--- config.mk ---
export PLATFORM = sky130hd
export DESIGN_NAME = dvp_capture_axis
export DESIGN_NICKNAME = d
export VERILOG_FILES = /design/src/rtl/cam_pkg.sv /design/src/rtl/dvp_sync.sv /design/src/rtl/dvp_capture_axis.sv
export SDC_FILE = /design/constraint.sdc
export NUM_CORES = 1
export LEC_CHECK = 0
export ABC_AREA = 1
export CORE_MARGIN = 2
export CORE_UTILIZATION = 55
export DETAILED_ROUTE_END_ITERATION = 10
export PLACE_DENSITY = 0.79
export SETUP_SLACK_MARGIN = 0.2
export SLEW_MARGIN = 30
export SYNTH_ARGS = -nofsm -noshare
export SYNTH_HDL_FRONTEND = slang
export SYNTH_HIERARCHICAL = 1
export SYNTH_SLANG_ARGS = --single-unit
export TNS_END_PERCENT = 20
--- constraint.sdc ---
create_clock -name clk -period 2.3 [get_ports clk]
set_clock_uncertainty 0.15 [all_clocks]
set_input_delay 0.23 -clock clk [delete_from_list [all_inputs] [get_ports clk]]
set_output_delay 0.23 -clock clk [all_outputs]
set_load 0.01 [all_outputs]
--- src/rtl/cam_pkg.sv ---
// Shared definitions for the DVP camera capture path.
package cam_pkg;

   // Depth of the pin synchronizers (all DVP inputs use the same depth).
   localparam int unsigned SYNC_STAGES = 2;

   // Capture state machine.
   typedef enum logic [1:0] {
      IDLE,
      WAIT_FRAME,
      ACTIVE,
      DROP
   } cap_state_t;

endpackage

--- src/rtl/dvp_sync.sv ---
// DVP pin synchronizer: brings PCLK/HREF/VSYNC/D into the core clock domain
// with equal delay and turns them into single-cycle event pulses.
module dvp_sync
   import cam_pkg::*;
#(
   parameter bit PCLK_RISING       = 1'b1,
   parameter bit VSYNC_ACTIVE_HIGH = 1'b1
) (
   input  logic       clk,
   input  logic       rst,
   input  logic       cam_pclk,
   input  logic [7:0] cam_d,
   input  logic       cam_href,
   input  logic       cam_vsync,
   output logic       byte_stb,
   output logic [7:0] pix_byte,
   output logic       line_end,
   output logic       vs_rise,
   output logic       vs_fall
);

   // Reset VSYNC to its blanking-inactive level so reset does not look like a frame edge.
   localparam logic VS_IDLE = ~VSYNC_ACTIVE_HIGH;

   logic [SYNC_STAGES-1:0] pclk_sync;
   logic [SYNC_STAGES-1:0] href_sync;
   logic [SYNC_STAGES-1:0] vs_sync;
   logic [7:0]             d_sync [SYNC_STAGES];
   logic                   pclk_d3;
   logic                   href_d3;
   logic                   vs_act_q;

   logic                   pclk_s;
   logic                   href_s;
   logic                   vs_act;
   logic                   cap_edge;

   // Synchronizer chains plus the extra delay stage used for edge detection.
   always_ff @(posedge clk) begin
      if (rst) begin
         pclk_sync <= '0;
         href_sync <= '0;
         vs_sync   <= {SYNC_STAGES{VS_IDLE}};
         for (int unsigned i = 0; i < SYNC_STAGES; i++) begin
            d_sync[i] <= '0;
         end
         pclk_d3   <= 1'b0;
         href_d3   <= 1'b0;
      end else begin
         pclk_sync <= {pclk_sync[SYNC_STAGES-2:0], cam_pclk};
         href_sync <= {href_sync[SYNC_STAGES-2:0], cam_href};
         vs_sync   <= {vs_sync[SYNC_STAGES-2:0], cam_vsync};
         d_sync[0] <= cam_d;
         for (int unsigned i = 1; i < SYNC_STAGES; i++) begin
            d_sync[i] <= d_sync[i-1];
         end
         pclk_d3   <= pclk_sync[SYNC_STAGES-1];
         href_d3   <= href_sync[SYNC_STAGES-1];
      end
   end

   // Edge selection and VSYNC polarity normalisation.
   always_comb begin
      pclk_s   = pclk_sync[SYNC_STAGES-1];
      href_s   = href_sync[SYNC_STAGES-1];
      vs_act   = VSYNC_ACTIVE_HIGH ? vs_sync[SYNC_STAGES-1] : ~vs_sync[SYNC_STAGES-1];
      cap_edge = PCLK_RISING ? (pclk_s & ~pclk_d3) : (~pclk_s & pclk_d3);
   end

   // Registered event pulses towards the capture FSM.
   always_ff @(posedge clk) begin
      if (rst) begin
         byte_stb <= 1'b0;
         pix_byte <= '0;
         line_end <= 1'b0;
         vs_act_q <= 1'b0;
         vs_rise  <= 1'b0;
         vs_fall  <= 1'b0;
      end else begin
         byte_stb <= cap_edge & href_s;
         if (cap_edge && href_s) begin
            pix_byte <= d_sync[SYNC_STAGES-1];
         end
         line_end <= href_d3 & ~href_s;
         vs_act_q <= vs_act;
         vs_rise  <= vs_act & ~vs_act_q;
         vs_fall  <= ~vs_act & vs_act_q;
      end
   end

endmodule

--- src/rtl/dvp_capture_axis.sv ---
// OV2640 DVP capture to AXI-Stream bytes, with per-frame statistics and
// sticky overflow reporting.
module dvp_capture_axis
   import cam_pkg::*;
#(
   parameter bit          PCLK_RISING       = 1'b1,
   parameter bit          VSYNC_ACTIVE_HIGH = 1'b1,
   parameter int unsigned LINE_W            = 12
) (
   input  logic              clk,
   input  logic              rst,
   input  logic              cam_pclk,
   input  logic [7:0]        cam_d,
   input  logic              cam_href,
   input  logic              cam_vsync,
   input  logic              enable,
   output logic [7:0]        m_axis_tdata,
   output logic              m_axis_tvalid,
   input  logic              m_axis_tready,
   output logic              m_axis_tlast,
   output logic              m_axis_tuser,
   output logic [15:0]       frame_count,
   output logic [LINE_W-1:0] last_line_bytes,
   output logic [LINE_W-1:0] last_frame_lines,
   output logic              overflow,
   input  logic              overflow_clr
);

   cap_state_t        state;
   cap_state_t        state_nxt;

   logic              byte_stb;
   logic [7:0]        pix_byte;
   logic              line_end;
   logic              vs_rise;
   logic              vs_fall;

   logic              hold_valid;
   logic [7:0]        hold_data;
   logic              sof_pending;
   logic [LINE_W-1:0] byte_cnt;
   logic [LINE_W-1:0] line_cnt;

   logic              push_req;
   logic              push_last;
   logic              push_ok;
   logic              drop;
   logic              load_hold;
   logic              clear_hold;
   logic              line_done;
   logic              frame_done;
   logic              frame_start;

   dvp_sync #(
      .PCLK_RISING       (PCLK_RISING),
      .VSYNC_ACTIVE_HIGH (VSYNC_ACTIVE_HIGH)
   ) u_sync (
      .clk       (clk),
      .rst       (rst),
      .cam_pclk  (cam_pclk),
      .cam_d     (cam_d),
      .cam_href  (cam_href),
      .cam_vsync (cam_vsync),
      .byte_stb  (byte_stb),
      .pix_byte  (pix_byte),
      .line_end  (line_end),
      .vs_rise   (vs_rise),
      .vs_fall   (vs_fall)
   );

   // State register.
   always_ff @(posedge clk) begin
      if (rst) begin
         state <= IDLE;
      end else begin
         state <= state_nxt;
      end
   end

   // Next state and per-cycle datapath decisions; frame end outranks line end,
   // line end outranks a new byte.
   always_comb begin
      state_nxt   = state;
      push_req    = 1'b0;
      push_last   = 1'b0;
      load_hold   = 1'b0;
      clear_hold  = 1'b0;
      line_done   = 1'b0;
      frame_done  = 1'b0;
      frame_start = 1'b0;
      case (state)
         IDLE: begin
            if (vs_rise && enable) begin
               state_nxt = WAIT_FRAME;
            end
         end
         WAIT_FRAME: begin
            if (vs_fall) begin
               state_nxt   = ACTIVE;
               frame_start = 1'b1;
            end
         end
         ACTIVE: begin
            if (vs_rise) begin
               // A byte still held here means HREF never fell: close the line now.
               push_req   = hold_valid;
               push_last  = 1'b1;
               clear_hold = 1'b1;
               frame_done = 1'b1;
               state_nxt  = enable ? WAIT_FRAME : IDLE;
            end else if (line_end) begin
               push_req   = hold_valid;
               push_last  = 1'b1;
               clear_hold = 1'b1;
               line_done  = 1'b1;
            end else if (byte_stb) begin
               push_req   = hold_valid;
               push_last  = 1'b0;
               load_hold  = 1'b1;
            end
         end
         DROP: begin
            if (vs_rise) begin
               state_nxt = enable ? WAIT_FRAME : IDLE;
            end
         end
         default: state_nxt = IDLE;
      endcase
      push_ok = push_req & (~m_axis_tvalid | m_axis_tready);
      drop    = push_req & ~push_ok;
      if (drop && !frame_done) begin
         state_nxt = DROP;
      end
   end

   // One-byte hold register and start-of-frame marker.
   always_ff @(posedge clk) begin
      if (rst) begin
         hold_valid  <= 1'b0;
         hold_data   <= '0;
         sof_pending <= 1'b0;
      end else begin
         if (drop || clear_hold) begin
            hold_valid <= 1'b0;
         end else if (load_hold) begin
            hold_valid <= 1'b1;
            hold_data  <= pix_byte;
         end
         if (frame_start) begin
            sof_pending <= 1'b1;
         end else if (push_ok) begin
            sof_pending <= 1'b0;
         end
      end
   end

   // Single AXI-Stream output stage; contents frozen while stalled.
   always_ff @(posedge clk) begin
      if (rst) begin
         m_axis_tvalid <= 1'b0;
         m_axis_tdata  <= '0;
         m_axis_tlast  <= 1'b0;
         m_axis_tuser  <= 1'b0;
      end else begin
         if (m_axis_tvalid && m_axis_tready) begin
            m_axis_tvalid <= 1'b0;
         end
         if (push_ok) begin
            m_axis_tvalid <= 1'b1;
            m_axis_tdata  <= hold_data;
            m_axis_tlast  <= push_last;
            m_axis_tuser  <= sof_pending;
         end
      end
   end

   // Line/frame statistics; dropped frames are not reported.
   always_ff @(posedge clk) begin
      if (rst) begin
         byte_cnt         <= '0;
         line_cnt         <= '0;
         last_line_bytes  <= '0;
         last_frame_lines <= '0;
         frame_count      <= '0;
      end else begin
         if (frame_start || line_done) begin
            byte_cnt <= '0;
         end else if (load_hold && byte_cnt != '1) begin
            byte_cnt <= byte_cnt + 1'b1;
         end
         if (line_done) begin
            last_line_bytes <= byte_cnt;
         end
         if (frame_start) begin
            line_cnt <= '0;
         end else if (line_done && line_cnt != '1) begin
            line_cnt <= line_cnt + 1'b1;
         end
         if (frame_done && !drop) begin
            last_frame_lines <= line_cnt;
            frame_count      <= frame_count + 16'd1;
         end
      end
   end

   // Sticky overflow; a new drop wins over a clear in the same cycle.
   always_ff @(posedge clk) begin
      if (rst) begin
         overflow <= 1'b0;
      end else if (drop) begin
         overflow <= 1'b1;
      end else if (overflow_clr) begin
         overflow <= 1'b0;
      end
   end

endmodule

==> metrics.txt <==
# TYPE chip_impl_metric gauge
chip_impl_info{name="status",value="complete, no violations"} 1
chip_impl_metric{name="synth-seq-area-share",unit=""} 0.469
chip_impl_metric{name="die_width",unit="um"} 103
chip_impl_metric{name="num_antenna_cells",unit=""} 0
chip_impl_metric{name="fin_nets",unit=""} 810
chip_impl_metric{name="postSynth.asyncResetShare",unit=""} 0
chip_impl_info{name="worstHoldPathType",value="input pin to flop"} 1
chip_impl_metric{name="drtPass1Iterations",unit=""} 5
chip_impl_metric{name="drt-total-wl",unit="um"} 11500
chip_impl_metric{name="cp_data_required_time",unit="ns"} 2.56
chip_impl_metric{name="antenna_found_initial",unit=""} 0
chip_impl_metric{name="gr-usage-all-layers",unit=""} 0.231
chip_impl_metric{name="synth_area",unit="um^2"} 5340
chip_impl_metric{name="dr.first_iter.drc_count",unit=""} 203
chip_impl_metric{name="worstMarginPinSlew",unit="ns"} 0.518
chip_impl_metric{name="routabilityCongestion",unit=""} 0.866
chip_impl_metric{name="timing.reg2reg.setup_slack",unit="ns"} 0.33
chip_impl_metric{name="cp_slowest_stage_delay",unit="ns"} 0.43
chip_impl_metric{name="path_clk_slew",unit="ns"} 0.07
chip_impl_metric{name="max-vdd-ir-drop",unit="mV"} 0.585
chip_impl_metric{name="timing.reg2reg.worst_path_depth",unit=""} 8
chip_impl_metric{name="cts_resized",unit=""} 0
chip_impl_metric{name="clk_path_buf_depth",unit=""} 2
chip_impl_info{name="worstHoldStart",value="rst"} 1
chip_impl_metric{name="vias",unit=""} 4733
chip_impl_metric{name="synth_instances",unit=""} 725
chip_impl_metric{name="timing.final.crit_period",unit="ns"} 1.97
chip_impl_metric{name="placement.io_buffers",unit=""} 67
chip_impl_metric{name="clock_latency",unit="ns"} 0.51
chip_impl_metric{name="synth-edff-count",unit=""} 0
chip_impl_metric{name="max_slew_headroom",unit=""} 0.653
chip_impl_metric{name="die_y",unit="um"} 103
chip_impl_info{name="layout_common_cells",value="nand2_1 (160), dfxtp_1 (125), nor2_1 (121)"} 1
chip_impl_metric{name="ioPinCount",unit=""} 68
chip_impl_info{name="path_common_cell",value="nor2_1"} 1
chip_impl_metric{name="critical_path_at",unit="ns"} 2.23
chip_impl_info{name="worstPathCellList",value="ha_1, nand3_1, nor3_2, nand2_1, nand2_2, clkinv_2, nor2_1, nor2_1"} 1
chip_impl_metric{name="syn2layout_area_growth",unit="%"} 24.3
chip_impl_metric{name="fin_tns_setup",unit="ns"} 0
chip_impl_metric{name="static-leakage-power",unit="nW"} 2.52
chip_impl_metric{name="fp.coreArea",unit="um^2"} 9330
chip_impl_info{name="mostFrequentLayoutCell",value="nand2_1"} 1
chip_impl_metric{name="yosysUniqueCellTypes",unit=""} 37
chip_impl_metric{name="cts_setup_buffers",unit=""} 0
chip_impl_metric{name="setup-violations-final",unit=""} 0
chip_impl_metric{name="cts.htree.levels",unit=""} 4
chip_impl_metric{name="placementRows",unit=""} 35
chip_impl_metric{name="max_clock_freq",unit="GHz"} 0.507
chip_impl_metric{name="number_of_buffers_added_by_the_clock_tree_synthesis_step",unit=""} 17
chip_impl_info{name="critical-path-slowest-cell",value="dfxtp_1"} 1
chip_impl_metric{name="post_cts_hold_buffer_count",unit=""} 0
chip_impl_metric{name="number_of_synthesized_register_bits",unit=""} 125
chip_impl_metric{name="final_hold_viol_count",unit=""} 0
chip_impl_metric{name="filler_cell_count",unit=""} 729
chip_impl_info{name="setup.worst_path.class",value="flop to flop"} 1
chip_impl_metric{name="post-dp-hpwl",unit="um"} 8000
chip_impl_metric{name="starting_density_of_the_core",unit=""} 0.572
chip_impl_metric{name="timing.final.max_slew_violations",unit=""} 0
chip_impl_metric{name="power.density_cell_area",unit="nW/um^2"} 751
chip_impl_metric{name="synth_warnings",unit=""} 6
chip_impl_metric{name="top_fanout_value_on_the_critical_path",unit=""} 11
chip_impl_metric{name="drive_above_1_share",unit=""} 0.0945
chip_impl_metric{name="syn-mean-instance-area",unit="um^2"} 7.36
chip_impl_metric{name="hold_path_depth",unit=""} 5
chip_impl_metric{name="design.die.area",unit="um^2"} 10500
chip_impl_info{name="critical_path_startpoint_category",value="flop"} 1
chip_impl_metric{name="max_cap_violations",unit=""} 0
chip_impl_info{name="dominantRegCellSynth",value="dfxtp_1"} 1
chip_impl_metric{name="drt.antenna.violating_nets",unit=""} 0
chip_impl_metric{name="synth.net_count",unit=""} 744
chip_impl_metric{name="first_global_vias",unit=""} 4537
chip_impl_info{name="clk_root_buffer_cell",value="clkbuf_8"} 1
chip_impl_metric{name="final_min_period_over_clock_period",unit=""} 0.857
chip_impl_info{name="whs_endpoint",value="line_cnt[0]"} 1
chip_impl_info{name="cts_tree",value="built"} 1
chip_impl_metric{name="hold_slack",unit="ns"} 0.0616
chip_impl_info{name="grt_setup_unrepaired",value="true"} 1
chip_impl_metric{name="cts.sinks",unit=""} 125
chip_impl_metric{name="detail_route.wl_per_cell",unit="um"} 12.4
chip_impl_metric{name="avgViaCountPerCell",unit=""} 5.07
chip_impl_metric{name="grt_remaining_overflow",unit=""} 0
chip_impl_metric{name="grt_start_max_net_pins",unit=""} 49
chip_impl_info{name="worst_r2r_startpoint",value="line_cnt[0]"} 1
chip_impl_metric{name="drcViolationCount",unit=""} 0
chip_impl_info{name="r2r-end",value="line_cnt[1]"} 1
chip_impl_metric{name="grt_pass1_wl",unit="um"} 19500
chip_impl_info{name="end_kind",value="flop"} 1
-- registers in the layout, summed over array words and instances (netlist names), 2 cells and up --
name              count
u_sync/pix_byte       8
u_sync/pclk_sync      2
last_line_bytes      12
state                 2
u_sync/href_sync      2
u_sync/d_sync        16
frame_count          16
hold_data             8
byte_cnt             12
u_sync/vs_sync        2
line_cnt             12
m_axis_tdata          8
last_frame_lines     12
-- critical path: cells and delay by family (launching register included) --
family	cells	cell delay [ns]
buffers and inverters	1	0.20
DFF	1	0.43
adders and majority gates	1	0.29
and+or+nand+nor	6	0.81
-- cell usage after synthesis, types with 2 or more instances --
master | count | area, um^2
nor2_2 | 5 | 31.3
inv_2 | 2 | 7.51
nand4_1 | 13 | 81.3
o21ai_2 | 2 | 17.5
nor3_1 | 3 | 15.0
nand3_1 | 23 | 115
a21oi_1 | 57 | 285
clkbuf_1 | 3 | 11.3
inv_1 | 88 | 330
nand2_1 | 160 | 601
clkinv_2 | 2 | 10.0
buf_6 | 7 | 78.8
ha_1 | 3 | 37.5
buf_2 | 10 | 50.1
dfxtp_1 | 125 | 2500
nand2_2 | 7 | 43.8
xnor2_1 | 4 | 35.0
o21bai_1 | 2 | 15.0
nor3_2 | 2 | 20.0
o21ai_1 | 6 | 30.0
nand3_2 | 2 | 20.0
nor2_1 | 121 | 454
xor2_1 | 13 | 114
buf_4 | 3 | 22.5
o21ai_0 | 42 | 210
nand3_4 | 2 | 35.0
nor2_4 | 2 | 22.5
a21oi_2 | 7 | 61.3
-- power breakdown --
part | internal (W) | switching [W]
sequential | 0.00219 | 0.00000796
combinational | 0.0000437 | 0.0000654
clock | 0.00160 | 0.00108
total | 0.00384 | 0.00115
-- cells by family after synthesis --
kind of cell	share of synthesized area
XOR/XNOR	0.0279
AO/OA/AOI/OAI	0.117
AND/OR/NAND/NOR	0.276
flip-flops	0.469
adder cells (fa/ha/maj)	0.00703
buffers and inverters	0.102
-- routing by layer --
metal	routed length, um	track usage
met5	0	0
met4	197	0.0872
met3	464	0.0508
met2	5920	0.420
met1	4960	0.265
-- how the worst max path moves through the flow --
stage,slack [ns],endpoint,cells past startpoint,start
after floorplan,0.66,byte_cnt[10],8,byte_cnt[0]
after global placement,0.42,m_axis_tdata[7],6,m_axis_tready
after detailed placement,0.34,byte_cnt[11],8,byte_cnt[0]
after CTS,0.32,byte_cnt[11],8,byte_cnt[0]
after global routing,0.19,line_cnt[1],8,line_cnt[0]
final,0.33,line_cnt[1],8,line_cnt[0]
-- through the flow --
step | worst slack [ns] | cells | util | area (um^2) | power [W]
after floorplan | 0.662 | 725 | - | 5340 | 0.00231
after global placement | 0.417 | 901 | 0.646 | 6020 | 0.00235
after detailed placement | 0.342 | 901 | 0.646 | 6020 | 0.00235
after CTS | 0.320 | 933 | 0.710 | 6630 | 0.00503
after global routing | 0.187 | 933 | 0.711 | 6630 | 0.00515
final | 0.329 | 933 | 0.711 | 6630 | 0.00498
-- area by class of cell --
| cell class | count | area (um^2) | share of cell area |
|---|---|---|---|
| flip-flops and latches | 125 | 2500 | 0.377 |
| multi-input cells | 480 | 2290 | 0.345 |
| clock buffers | 17 | 414 | 0.0624 |
| repair buffers | 73 | 711 | 0.107 |
| clock inverters | 15 | 190 | 0.0287 |
| well taps | 129 | 161 | 0.0243 |
| inverters | 94 | 364 | 0.0549 |
(Power assumes the default switching activity.)
